===== src/rtl/clut_access_seq_pkg.sv =====
// Shared types and constants for the CLUT access sequencer: host FSM states,
// read-tag layout and RAM geometry.
package clut_access_seq_pkg;

  localparam int RAM_AW  = 8;
  localparam int RAM_DW  = 16;
  localparam int HOST_AW = RAM_AW - 1;
  localparam int HOST_DW = 2 * RAM_DW;

  typedef enum logic [2:0] {
    ST_IDLE = 3'd0,
    ST_H0   = 3'd1,
    ST_H1   = 3'd2,
    ST_WAIT = 3'd3,
    ST_DONE = 3'd4
  } host_st_e;

  typedef enum logic {
    OWN_HOST = 1'b0,
    OWN_SCAN = 1'b1
  } owner_e;

  typedef struct packed {
    logic   valid;
    owner_e owner;
    logic   half;
  } tag_t;

  localparam tag_t TAG_NONE = '{valid: 1'b0, owner: OWN_HOST, half: 1'b0};
  localparam tag_t TAG_SCAN = '{valid: 1'b1, owner: OWN_SCAN, half: 1'b0};

  // Tag for a host read of the given half; writes never produce a tag.
  function automatic tag_t host_tag(input logic is_read, input logic half);
    tag_t t;
    t.valid = is_read;
    t.owner = OWN_HOST;
    t.half  = half;
    return t;
  endfunction

endpackage


===== src/rtl/clut_access_seq_if.sv =====
// Requester-side bus of the CLUT access sequencer: 32-bit host register port
// plus the scan-out index/data stream.
interface clut_access_seq_if;
  import clut_access_seq_pkg::*;

  logic               h_req;
  logic               h_rw;
  logic [HOST_AW-1:0] h_addr;
  logic [HOST_DW-1:0] h_wdata;
  logic               h_ack;
  logic [HOST_DW-1:0] h_rdata;
  logic               s_valid;
  logic [RAM_AW-1:0]  s_idx;
  logic               s_ready;
  logic               p_valid;
  logic [RAM_DW-1:0]  p_data;

  modport master (
    output h_req, h_rw, h_addr, h_wdata, s_valid, s_idx,
    input  h_ack, h_rdata, s_ready, p_valid, p_data
  );

  modport slave (
    input  h_req, h_rw, h_addr, h_wdata, s_valid, s_idx,
    output h_ack, h_rdata, s_ready, p_valid, p_data
  );

endinterface


===== src/rtl/clut_access_seq_tag_pipe.sv =====
// Read-tag shift register: pairs each RAM read return with its owner and
// steers the data into the scan output or the matching host read half.
module clut_access_seq_tag_pipe
  import clut_access_seq_pkg::*;
(
  input  logic               sys_clk,
  input  logic               resetl,
  input  tag_t               issue_tag,
  input  logic [RAM_DW-1:0]  z_out,
  input  logic               z_oe,
  output logic               host_h1_cap,
  output logic               p_valid,
  output logic [RAM_DW-1:0]  p_data,
  output logic [HOST_DW-1:0] h_rdata
);

  tag_t               tag_s0_r;
  tag_t               tag_s1_r;
  logic               take_s;
  logic [RAM_DW-1:0]  p_data_r;
  logic [HOST_DW-1:0] h_rdata_r;

  // A return with no tag behind it is dropped.
  assign take_s      = z_oe & tag_s0_r.valid;
  assign host_h1_cap = take_s & (tag_s0_r.owner == OWN_HOST) & tag_s0_r.half;

  // Tag shift and data capture.
  always_ff @(posedge sys_clk or negedge resetl) begin
    if (!resetl) begin
      tag_s0_r  <= TAG_NONE;
      tag_s1_r  <= TAG_NONE;
      p_data_r  <= {RAM_DW{1'b0}};
      h_rdata_r <= {HOST_DW{1'b0}};
    end else begin
      tag_s0_r <= issue_tag;
      tag_s1_r <= take_s ? tag_s0_r : TAG_NONE;
      if (take_s && (tag_s0_r.owner == OWN_SCAN)) begin
        p_data_r <= z_out;
      end else if (take_s && !tag_s0_r.half) begin
        h_rdata_r[HOST_DW-1:RAM_DW] <= z_out;
      end else if (take_s) begin
        h_rdata_r[RAM_DW-1:0] <= z_out;
      end
    end
  end

  // Second stage marks the cycle in which captured scan data is presented.
  assign p_valid = (tag_s1_r == TAG_SCAN);
  assign p_data  = p_data_r;
  assign h_rdata = h_rdata_r;

endmodule


===== src/rtl/clut_access_seq.sv =====
// Arbitrates the host register port and the scan index stream onto the
// single-port 256x16 palette RAM; scan wins, a starvation counter guarantees host progress.
module clut_access_seq
  import clut_access_seq_pkg::*;
#(
  parameter int STARVE_LIM = 8,
  parameter int CNT_W      = 8
) (
  input  logic              sys_clk,
  input  logic              resetl,
  clut_access_seq_if.slave  bus,
  output logic              cen,
  output logic              rw,
  output logic [RAM_AW-1:0] a,
  output logic [RAM_DW-1:0] z_in,
  input  logic [RAM_DW-1:0] z_out,
  input  logic              z_oe
);

  localparam logic [CNT_W-1:0] CNT_ZERO    = {CNT_W{1'b0}};
  localparam logic [CNT_W-1:0] CNT_ONE     = CNT_W'(1);
  localparam logic [CNT_W-1:0] STARVE_LAST = CNT_W'(STARVE_LIM - 1);

  host_st_e         state_r;
  logic             h_ack_r;
  logic             s_ready_r;
  logic [CNT_W-1:0] starve_cnt_r;
  logic             scan_gnt_s;
  logic             host_busy_s;
  logic             host_gnt_s;
  logic             host_half_s;
  logic             host_h1_cap_s;
  tag_t             issue_tag_s;

  assign scan_gnt_s  = bus.s_valid & s_ready_r;
  assign host_busy_s = (state_r == ST_H0) | (state_r == ST_H1);
  assign host_gnt_s  = host_busy_s & ~scan_gnt_s;
  assign host_half_s = (state_r == ST_H1);

  // RAM port drive and read-tag generation for the current owner.
  always_comb begin
    cen         = 1'b1;
    rw          = 1'b1;
    a           = {RAM_AW{1'b0}};
    z_in        = {RAM_DW{1'b0}};
    issue_tag_s = TAG_NONE;
    if (scan_gnt_s) begin
      cen         = 1'b0;
      a           = bus.s_idx;
      issue_tag_s = TAG_SCAN;
    end else if (host_gnt_s) begin
      cen         = 1'b0;
      rw          = bus.h_rw;
      a           = {bus.h_addr, host_half_s};
      issue_tag_s = host_tag(bus.h_rw, host_half_s);
      if (bus.h_rw) begin
        z_in = {RAM_DW{1'b0}};
      end else begin
        z_in = host_half_s ? bus.h_wdata[RAM_DW-1:0] : bus.h_wdata[HOST_DW-1:RAM_DW];
      end
    end else begin
      cen = 1'b1;
    end
  end

  // Host transaction FSM; h_req is only sampled in IDLE.
  always_ff @(posedge sys_clk or negedge resetl) begin
    if (!resetl) begin
      state_r <= ST_IDLE;
      h_ack_r <= 1'b0;
    end else begin
      h_ack_r <= 1'b0;
      case (state_r)
        ST_IDLE: begin
          if (bus.h_req) begin
            state_r <= ST_H0;
          end
        end
        ST_H0: begin
          if (host_gnt_s) begin
            state_r <= ST_H1;
          end
        end
        ST_H1: begin
          if (host_gnt_s && bus.h_rw) begin
            state_r <= ST_WAIT;
          end else if (host_gnt_s) begin
            state_r <= ST_DONE;
            h_ack_r <= 1'b1;
          end
        end
        ST_WAIT: begin
          if (host_h1_cap_s) begin
            state_r <= ST_DONE;
            h_ack_r <= 1'b1;
          end
        end
        ST_DONE: begin
          state_r <= ST_IDLE;
        end
        default: begin
          state_r <= ST_IDLE;
        end
      endcase
    end
  end

  // Starvation counter: after STARVE_LIM scan wins over a pending host half,
  // s_ready drops for one cycle so the host takes the port.
  always_ff @(posedge sys_clk or negedge resetl) begin
    if (!resetl) begin
      starve_cnt_r <= CNT_ZERO;
      s_ready_r    <= 1'b1;
    end else begin
      s_ready_r <= 1'b1;
      if (!host_busy_s || host_gnt_s) begin
        starve_cnt_r <= CNT_ZERO;
      end else if (scan_gnt_s) begin
        starve_cnt_r <= starve_cnt_r + CNT_ONE;
        if (starve_cnt_r == STARVE_LAST) begin
          s_ready_r <= 1'b0;
        end
      end
    end
  end

  clut_access_seq_tag_pipe u_tag_pipe (
    .sys_clk     (sys_clk),
    .resetl      (resetl),
    .issue_tag   (issue_tag_s),
    .z_out       (z_out),
    .z_oe        (z_oe),
    .host_h1_cap (host_h1_cap_s),
    .p_valid     (bus.p_valid),
    .p_data      (bus.p_data),
    .h_rdata     (bus.h_rdata)
  );

  assign bus.h_ack   = h_ack_r;
  assign bus.s_ready = s_ready_r;

endmodule


===== src/flat_wrapper.sv =====
// flat-port wrapper written by rule: the top's interface ports become plain ports
module clut_access_seq_flat import clut_access_seq_pkg::*;
#(
  parameter int STARVE_LIM = 8,
  parameter int CNT_W      = 8
)
  (sys_clk, resetl, cen, rw, a, z_in, z_out, z_oe, bus_h_req, bus_h_rw, bus_h_addr, bus_h_wdata, bus_s_valid, bus_s_idx, bus_h_ack, bus_h_rdata, bus_s_ready, bus_p_valid, bus_p_data);
  clut_access_seq_if bus_i ();
  input  logic sys_clk;
  input  logic resetl;
  output logic cen;
  output logic rw;
  output logic [RAM_AW-1:0] a;
  output logic [RAM_DW-1:0] z_in;
  input  logic [RAM_DW-1:0] z_out;
  input  logic z_oe;
  input wire logic [$bits(bus_i.h_req)-1:0] bus_h_req;
  input wire logic [$bits(bus_i.h_rw)-1:0] bus_h_rw;
  input wire logic [$bits(bus_i.h_addr)-1:0] bus_h_addr;
  input wire logic [$bits(bus_i.h_wdata)-1:0] bus_h_wdata;
  input wire logic [$bits(bus_i.s_valid)-1:0] bus_s_valid;
  input wire logic [$bits(bus_i.s_idx)-1:0] bus_s_idx;
  output wire logic [$bits(bus_i.h_ack)-1:0] bus_h_ack;
  output wire logic [$bits(bus_i.h_rdata)-1:0] bus_h_rdata;
  output wire logic [$bits(bus_i.s_ready)-1:0] bus_s_ready;
  output wire logic [$bits(bus_i.p_valid)-1:0] bus_p_valid;
  output wire logic [$bits(bus_i.p_data)-1:0] bus_p_data;
  assign bus_i.h_req = bus_h_req;
  assign bus_i.h_rw = bus_h_rw;
  assign bus_i.h_addr = bus_h_addr;
  assign bus_i.h_wdata = bus_h_wdata;
  assign bus_i.s_valid = bus_s_valid;
  assign bus_i.s_idx = bus_s_idx;
  assign bus_h_ack = bus_i.h_ack;
  assign bus_h_rdata = bus_i.h_rdata;
  assign bus_s_ready = bus_i.s_ready;
  assign bus_p_valid = bus_i.p_valid;
  assign bus_p_data = bus_i.p_data;
  clut_access_seq #(.STARVE_LIM(STARVE_LIM), .CNT_W(CNT_W)) u_core (.sys_clk(sys_clk), .resetl(resetl), .bus(bus_i), .cen(cen), .rw(rw), .a(a), .z_in(z_in), .z_out(z_out), .z_oe(z_oe));
endmodule

===== config.mk =====
export PLATFORM = sky130hd
export DESIGN_NAME = clut_access_seq_flat
export DESIGN_NICKNAME = d
export VERILOG_FILES = /design/src/rtl/clut_access_seq_pkg.sv /design/src/rtl/clut_access_seq_if.sv /design/src/rtl/clut_access_seq_tag_pipe.sv /design/src/rtl/clut_access_seq.sv /design/src/flat_wrapper.sv
export SDC_FILE = /design/constraint.sdc
export NUM_CORES = 1
export LEC_CHECK = 0
export CAP_MARGIN = 0
export CORE_MARGIN = 4
export CORE_UTILIZATION = 43
export DETAILED_ROUTE_END_ITERATION = 16
export GPL_TIMING_DRIVEN = 0
export PLACE_DENSITY = 0.84
export SLEW_MARGIN = 20
export SYNTH_ARGS = -nofsm -noshare
export SYNTH_HDL_FRONTEND = slang
export SYNTH_HIERARCHICAL = 1
export SYNTH_SLANG_ARGS = --single-unit

===== constraint.sdc =====
create_clock -name sys_clk -period 2.6 [get_ports sys_clk]
set_input_delay 0.39 -clock sys_clk [delete_from_list [all_inputs] [get_ports sys_clk]]
set_output_delay 0.39 -clock sys_clk [all_outputs]
set_load 0.02 [all_outputs]

# == Word-level counts from Yosys, hierarchy flattened ==
# Cells that the tools add are included.
# totals
register_bits,67
latch_bits,0
mem_bits_rw,0
mem_bits_ro,0
input_bits,69
output_inout_bits,77
mem_count,0
# op_classes
addsub,1
n_mul,0
div_mod_pow,0
order_cmp,0
n_eq_ne,9
shift,0
n_mux,28
n_bitwise,10
reduce_logical,11
# op_table
cell,n
16-bit two-way mux,4
8-bit two-way mux,4
3-bit two-way mux,8
3-bit case mux with 4 select lines,1
1-bit two-way mux,10
8-bit by 1-bit adder with 8-bit output (second input constant),1
8-bit by 3-bit == test with 1-bit output (second input constant),1
3-bit by 2-bit == test with 1-bit output (second input constant),2
1-bit bitwise AND,5
2-bit by 1-bit inequality test with 1-bit output (second input constant),2
1-bit inverter,4
4-bit AND reduction,1
3-bit by 1-bit == test with 1-bit output (second input constant),1
3-bit == test (second input constant),1
1-bit logical AND,3
3-bit logical NOT,1
3-bit by 2-bit inequality test with 1-bit output (second input constant),1
3-bit AND reduction,1
1-bit logical NOT,2
2-bit inequality test (second input constant),1
1-bit case mux with 2 select lines,1
2-bit AND reduction,1
2-bit nonzero test,1
1-bit logical OR,1
1-bit OR,1

# == Depth between registers and ports, before layout ==
# Gate-level depths: netlist of the first run.
# logic_depth
ltp_word,6
ltp_mapped,6

# == Modules after synthesis ==
# The synthesis of the first run kept the hierarchy.
# by_module_without_submodules
mod,instances,cells_each,area_each_um2,seq_area_each_um2
clut_access_seq_tag_pipe,1,115,2062.0,1351.3
clut_access_seq,1,130,962.2,326.6

# == Worst setup path before layout of the first run ==
# Ideal clock, no wire load.
# synth_path
kind,flip-flop to output port
start,register u_core.s_ready_r (netlist: u_core/bus.s_ready)
end,output z_in[10]
arrival_ns,1.789
path_slack_ns,0.421
path_stages_with_launch,7
path_buffers,2
path_cell_list,dfstp_2 > nand2_1 > inv_1 > or4_1 > clkbuf_1 > buf_2 > a21oi_1
# synth_between
elab_chain_cells,5
# synth_lines
item,line_no,text
"start, declared",clut_access_seq.sv:26,logic s_ready_r;
"start signal, assigned",clut_access_seq.sv:113,s_ready_r <= 1'b1;
"start signal, assigned",clut_access_seq.sv:115,s_ready_r <= 1'b1;
"start signal, assigned",clut_access_seq.sv:121,s_ready_r <= 1'b0;
1-bit bitwise AND (*),clut_access_seq.sv:35,assign scan_gnt_s = bus.s_valid & s_ready_r;
1-bit inverter,clut_access_seq.sv:37,assign host_gnt_s = host_busy_s & ~scan_gnt_s;
1-bit bitwise AND,clut_access_seq.sv:37,
16-bit two-way mux,clut_access_seq.sv:51,end else if (host_gnt_s) begin
16-bit two-way mux (*),clut_access_seq.sv:47,if (scan_gnt_s) begin
"end, declared",flat_wrapper.sv:14,output logic [RAM_DW-1:0] z_in;
# Every way passes the cells marked *; elsewhere a longest branch is shown, timed or not.

# == Worst setup path in the final report of the first run ==
# layout_path
start,register u_core.state_r[0]
end,output z_in[5]
# layout_between
elab_chain_cells,5
word_cells_on_any_way,8
cone_classes,2 x eq/ne; 4 x mux; 2 x bitwise
# layout_lines
item,line_no,text
"start, declared",clut_access_seq.sv:24,host_st_e state_r;
"start signal, assigned",clut_access_seq.sv:69,state_r <= ST_IDLE;
"start signal, assigned",clut_access_seq.sv:76,state_r <= ST_H0;
"start signal, assigned",clut_access_seq.sv:81,state_r <= ST_H1;
3-bit by 2-bit == test with 1-bit output / 3-bit by 1-bit == test with 1-bit output (equally long branches),"clut_access_seq.sv:36, clut_access_seq.sv:38",
16-bit two-way mux / 1-bit OR (equally long branches),"clut_access_seq.sv:59, clut_access_seq.sv:36",
16-bit two-way mux / 1-bit bitwise AND (equally long branches),"clut_access_seq.sv:56, clut_access_seq.sv:37",
16-bit two-way mux (*),clut_access_seq.sv:51,
16-bit two-way mux (*),clut_access_seq.sv:47,
# Marked as above.

==> results of run 1 <==
worst max-delay path: stages, from the launching register on:
cell and delay (ns):
dfrtp_1 0.37, buf_6 0.14, or3b_2 0.45, buf_2 0.18, buf_2 0.19, nand2_1 0.08, a21oi_1 0.06, dlygate4sd2_1 0.33
worst max path at each step:
stage / startpoint / end / depth (start not counted)
2_1_floorplan: u_core/bus.s_ready / z_in[10] / 6
3_3_place_gp: resetl / u_core/u_tag_pipe/h_rdata[19] / 1
3_5_place_dp: bus_s_valid / z_in[6] / 8
4_1_cts: u_core/state_r[2] / z_in[5] / 6
5_1_grt: u_core/state_r[0] / z_in[5] / 7
6_report: u_core/state_r[0] / z_in[5] / 7
power by group:
| group | internal (W) | switching [W] |
|---|---|---|
| sequential | 0.00141 | 0.000211 |
| combinational | 0.00126 | 0.00117 |
| clock | 0.000468 | 0.000387 |
sequential cells by signal (all words and copies together) (netlist names):
name,flops
u_core/u_tag_pipe/h_rdata,32
u_core/u_tag_pipe/p_data,16
u_core/starve_cnt_r,8
u_core/state_r,3
u_core/u_tag_pipe/tag_s0_r,3
u_core/u_tag_pipe/tag_s1_r,3
u_core/bus.h_ack,1
u_core/bus.s_ready,1
synth_stat cells, types with 2 or more instances:
master and n:
a21oi_1 22, inv_1 4, nor2_1 8, o21ai_0 4, or4_1 2, or3_1 4
a21o_1 2, nand3_1 4, and3_1 2, mux2_4 10, nand2_1 37, dfrtp_1 66
buf_2 3, a22o_1 7, clkbuf_1 5, nor3_1 3, mux2_2 38, buf_6 4
xor2_1 2
routing by layer:
| metal | up-vias | global-route usage, % |
|---|---|---|
| li1 | 1176 | - |
| met1 | 1158 | 21.1 |
| met2 | 123 | 32.2 |
| met3 | 19 | 6.40 |
| met4 | 0 | 7.67 |
| met5 | - | 0 |
logic make-up (layout without fill, tap and decap cells):
family / after synthesis / count (layout) / synth area share, %
AOI/OAI and AO/OA: 37 / 37 / 7.36
xor gates and xnor gates: 4 / 4 / 1.41
adders and majority gates: 1 / 1 / 0.414
buffers and inverters: 18 / 179 / 4.22
DFF: 67 / 67 / 55.5
muxes: 48 / 48 / 19.1
and+or+nand+nor: 70 / 70 / 12.0
stage by stage:
stage,setup WS [ns],hold WS [ns],instances
after floorplan,0.421,0.0944,245
after global placement,-0.971,0.451,486
after detailed placement,-0.558,0.237,487
after CTS,0.0111,0.414,502
after global routing,-0.000431,0.426,502
final,0.0757,0.434,502
cell type report:
| class | instances | area, um2 | area share, % |
|---|---|---|---|
| clock buffers | 10 | 138 | 2.86 |
| repair buffers | 147 | 1450 | 30.0 |
| inverters | 4 | 15.0 | 0.312 |
| flip-flops and latches | 67 | 1680 | 34.8 |
| multi-input cells | 160 | 1240 | 25.8 |
| well taps | 96 | 120 | 2.49 |
| clock inverters | 6 | 63.8 | 1.32 |
| plain buffers | 12 | 114 | 2.36 |
timing repair:
item | in CTS | in global routing
hold endpoints to repair | 9 | 0
cloned | 0 | 0
resized for setup | 55 | 16
hold buffers | 1 | 0
pin swaps | 0 | 2
endpoints found under the setup margin | 26 | 25
==> impl_metrics.csv, run 1 <==
group,metric,value,unit
outcome,run_status,"finished, final reports clean",
timing,max_slew_margin,78.1,%
layout,final_util,70.5,%
pwr,peakVddDrop,428,uV
logic_synthesis,synth_cells,245,
pwr,power,0.00491,W
grt,grt_pass1_wl,12400,um
worst_setup_path,rr_startpoint,"u_core/bus.s_ready",
die,die_x,91.9,um
placed_design,place_area,4620,um2
layout,most-common-layout-cells,"clkdlybuf4s50_1, dfrtp_1, mux2_2, nand2_1, a21oi_1",
placed_design,dp_hpwl,5920,um
logic_synthesis,ys_ff_latch,67,
clock_network,clkTransAtPathRegs,0.07,ns
clock_network,clock_path_buffers,2,
detailed_routing,via_per_inst,4.93,
clock_network,htreeDepth,3,
grt,grt.total_usage,18.7,%
layout,drive_above_1_share,25.1,%
timing,finalCritPeriodShare,97.1,%
hold_path,min_path_type,"in -> async",
logic_synthesis,syn-cell-area,3020,um2
placed_design,io_buffers,145,
worst_setup_path,end_kind,"primary output",
grt,grt-ovfl-total,0,
worst_setup_path,cp_data_arrival_time,2.13,ns
clock_network,clkLatencyLatePin,0.34,ns
die,start_util,44.3,%
pwr,powerDensity,1020,nW/um2
worst_setup_path,crit_fanout,10,
pwr,power_leakage,2.21,nW
detailed_routing,dr.first_iter.drc_count,67,
timing,worst_pin_slew,0.328,ns
layout,final_common_cell,"clkdlybuf4s50_1",
logic_synthesis,synth_top_cell_by_area,"dfrtp_1",
timing,skew,0.00716,ns
clock_network,cts_tree,"built",
logic_synthesis,ys_warn_count,6,
run,cap_violations,0,
detailed_routing,top_layer,"met4",
grt,grt_pass1_vias,2652,
worst_setup_path,critPathRequiredTime,2.21,ns
detailed_routing,wl_met2,3690,um
detailed_routing,drcViolationCount,0,
timing,fin_crit,2.52,ns
grt,grt_max_degree,59,
clock_network,cts_setup_buffers,0,
layout,nets,471,
clock_network,cts_buffers,9,
logic_synthesis,ys_types,37,
detailed_routing,num_vias,2476,
detailed_routing,wl,7630,um
detailed_routing,dr.pass1.iters,5,
clock_network,clk_root_buffer_cell,"clkbuf_8",
die,ios,146,
logic_synthesis,synth_flop_cell,"dfrtp_1",
layout,post-route-cell-area,4820,um2
die,row_count,30,
logic_synthesis,synth_area_leaders,"dfrtp_1, mux2_2, mux2_4",
worst_setup_path,ff2ff_path_depth,4,
logic_synthesis,synth-edff-count,0,
worst_setup_path,worst_setup_path_start_kind,"register",
timing,hold_viol,0,
placed_design,globalplace.congestion,0.731,
die,die-area,8440,um2
detailed_routing,wl_met3,671,um
logic_synthesis,yosysSeqAreaShare,55.5,%
timing,fmaxAchievable,0.396,GHz
clock_network,clkSinkCount,67,
detailed_routing,wire_per_inst,15.2,um
worst_setup_path,critPathKind,"reg -> out",
worst_setup_path,r2r-end,"u_core/bus.s_ready",
die,core-area,6830,um2
grt,antenna_found_initial,0,
die,dieHeight,91.9,um
detailed_routing,ant_nets,0,
worst_setup_path,reg2reg_slack,0.85,ns
layout,area_delta_synth_final,59.3,%
logic_synthesis,syn_avg_cell_area,12.3,um2
logic_synthesis,synth-async-reset-ratio,100,%
timing,fin_tns_setup,0,ns
logic_synthesis,syn_nets,315,
timing,drv_slew,0,
timing,setup_viol,0,
layout,antenna_cells,0,
layout,n_fill_cell,505,
detailed_routing,wl_met1,3110,um
logic_synthesis,synth_top_area_share,54.6,%
Note: power is estimated with default switching activity, not from simulation.
==> run 2, diff against run 1 <==
--- a/config.mk
+++ b/config.mk
@@ -10,6 +10,7 @@
 export CORE_UTILIZATION = 43
 export DETAILED_ROUTE_END_ITERATION = 16
 export GPL_TIMING_DRIVEN = 0
+export HOLD_SLACK_MARGIN = 0.02
 export PLACE_DENSITY = 0.84
 export SLEW_MARGIN = 20
 export SYNTH_ARGS = -nofsm -noshare
==> results of run 2 <==
The final DEF is identical to that of run 1; final timing and power are the same.
==> run 3, diff against run 2 <==
--- a/config.mk
+++ b/config.mk
@@ -7,11 +7,11 @@
 export LEC_CHECK = 0
 export CAP_MARGIN = 0
 export CORE_MARGIN = 4
-export CORE_UTILIZATION = 43
+export CORE_UTILIZATION = 40
 export DETAILED_ROUTE_END_ITERATION = 16
 export GPL_TIMING_DRIVEN = 0
 export HOLD_SLACK_MARGIN = 0.02
-export PLACE_DENSITY = 0.84
+export PLACE_DENSITY = 0.87
 export SLEW_MARGIN = 20
 export SYNTH_ARGS = -nofsm -noshare
 export SYNTH_HDL_FRONTEND = slang
==> impl_metrics.csv, run 3 (synthesis results as in run 1) <==
group,metric,value,unit
die,row_count,31,
worst_setup_path,end_kind,"primary output",
grt,grt-ovfl-total,0,
die,die-area,9020,um2
die,start_util,41.5,%
layout,drive_above_1_share,23.6,%
placed_design,dp_cells,490,
grt,grt.total_usage,17.9,%
layout,largest_reg_flops,32,
grt,antenna_found_initial,0,
layout,antenna_cells,0,
die,dieHeight,95.0,um
detailed_routing,num_vias,2494,
detailed_routing,wl,7790,um
pwr,power,0.00487,W
timing,skew,0.00817,ns
clock_network,cts_buffers,9,
die,ios,146,
timing,hold_viol,0,
hold_path,min_path_type,"in -> async",
detailed_routing,via_per_inst,4.94,
worst_setup_path,critPathRequiredTime,2.21,ns
detailed_routing,drcViolationCount,0,
detailed_routing,ant_nets,0,
timing,max_slew_margin,77.5,%
clock_network,clkLatencyLatePin,0.33,ns
placed_design,io_buffers,145,
layout,most-common-layout-cells,"clkdlybuf4s50_1, dfrtp_1, mux2_2, nand2_1, a21oi_1",
timing,worst_hold_slack,0.450,ns
clock_network,clk_root_buffer_cell,"clkbuf_8",
die,die_x,95.0,um
timing,finalCritPeriodShare,97.6,%
worst_setup_path,cp_data_arrival_time,2.15,ns
detailed_routing,dr.pass1.iters,4,
timing,setup_viol,0,
worst_setup_path,crit_fanout,10,
timing,fmaxAchievable,0.394,GHz
detailed_routing,dr.first_iter.drc_count,43,
detailed_routing,wire_per_inst,15.4,um
timing,worst_pin_slew,0.337,ns
clock_network,clkSinkCount,67,
die,core-area,7290,um2
placed_design,dp_hpwl,6040,um
placed_design,globalplace.congestion,0.741,
clock_network,cts_tree,"built",
grt,grt_pass1_wl,12500,um
layout,final_common_cell,"clkdlybuf4s50_1",
pwr,power_leakage,2.20,nW
run,cap_violations,0,
grt,grt_max_degree,59,
clock_network,clkTransAtPathRegs,0.07,ns
pwr,powerDensity,1010,nW/um2
worst_setup_path,critPathKind,"in -> out",
layout,area_delta_synth_final,58.8,%
layout,nets,471,
outcome,run_status,"finished, final reports clean",
timing,fin_crit,2.54,ns
timing,drv_slew,0,
grt,grt_pass1_vias,2625,
clock_network,htreeDepth,3,
clock_network,clock_path_buffers,2,
layout,final_util,65.9,%
layout,stdcell_count,505,
worst_setup_path,worst_setup_path_start_kind,"input port",
timing,fin_tns_setup,0,ns
pwr,peakVddDrop,377,uV
## run 3: cell types whose count changed in the layout (fill, tap and decap cells not counted), sizes merged
cell	previous run	this run
dlygate4sd2	4	6
clkbuf	14	16
clkinvlp	2	0
clkdlybuf4s15	4	3
inv	5	4
## run 3: what timing repair did
item | 4_1_cts | 5_1_grt
buffers inserted | 0 | 0
pin swaps | 0 | 1
gates resized for setup | 54 | 13
setup endpoints to repair | 26 | 12
hold buffers | 1 | 0
endpoints found under the hold margin | 9 | 0
## run 3: path summary, 6_finish.rpt
| path | from | end | slack [ns] | cells past startpoint |
|---|---|---|---|---|
| setup / recovery | bus_s_valid | rw | 0.06 | 6 |
| min in group sys_clk | u_core/starve_cnt_r[0] | u_core/starve_cnt_r[0] | 0.47 | 1 |
| setup reg to reg | u_core/bus.s_ready | u_core/bus.s_ready | 0.82 | 4 |
| hold reg to reg | u_core/starve_cnt_r[0] | u_core/starve_cnt_r[0] | 0.47 | 1 |
| max in group asynchronous | resetl | u_core/bus.s_ready | 1.59 | 3 |
| hold / removal | resetl | u_core/u_tag_pipe/p_data[12] | 0.45 | 2 |
## run 3: layout make-up
| cell class | instances | area, um2 |
|---|---|---|
| sequential | 67 | 1680 |
| fill | 580 | 2490 |
| clock inverter | 3 | 40.0 |
| timing repair buffer | 147 | 1450 |
| buffer | 12 | 114 |
| clock buffer | 13 | 139 |
| tap | 99 | 124 |
| inverter | 4 | 15.0 |
| multi-input combinational | 160 | 1240 |
## run 3: report_power, final
group,leakage (nW),total (W),switching (W),internal [W]
Clock,0.0914,0.000799,0.000357,0.000442
Sequential,0.826,0.00162,0.000209,0.00141
Combinational,1.28,0.00245,0.00118,0.00126
Total,2.20,0.00487,0.00175,0.00312
## run 3: through the flow
stage / cell area [um2] / setup WS [ns]
4_1_cts: 4770 / -0.00422
3_3_place_gp: 4600 / -0.948
6_report: 4800 / 0.0628
3_5_place_dp: 4620 / -0.549
2_1_floorplan: 3020 / 0.421
5_1_grt: 4800 / -0.00433
## run 3: critical path: stages
cell	delay, ns
clkdlybuf4s50_1	0.43
nand2_1	0.15
inv_2	0.11
or4_4	0.55
buf_4	0.20
dlygate4sd2_1	0.32
## run 3: routing by layer
layer  part of all wire, %  track usage, %
met5                     0               0
met4                  0.99            6.13
met3                   9.8            6.77
met2                    50            31.2
met1                    39            20.1
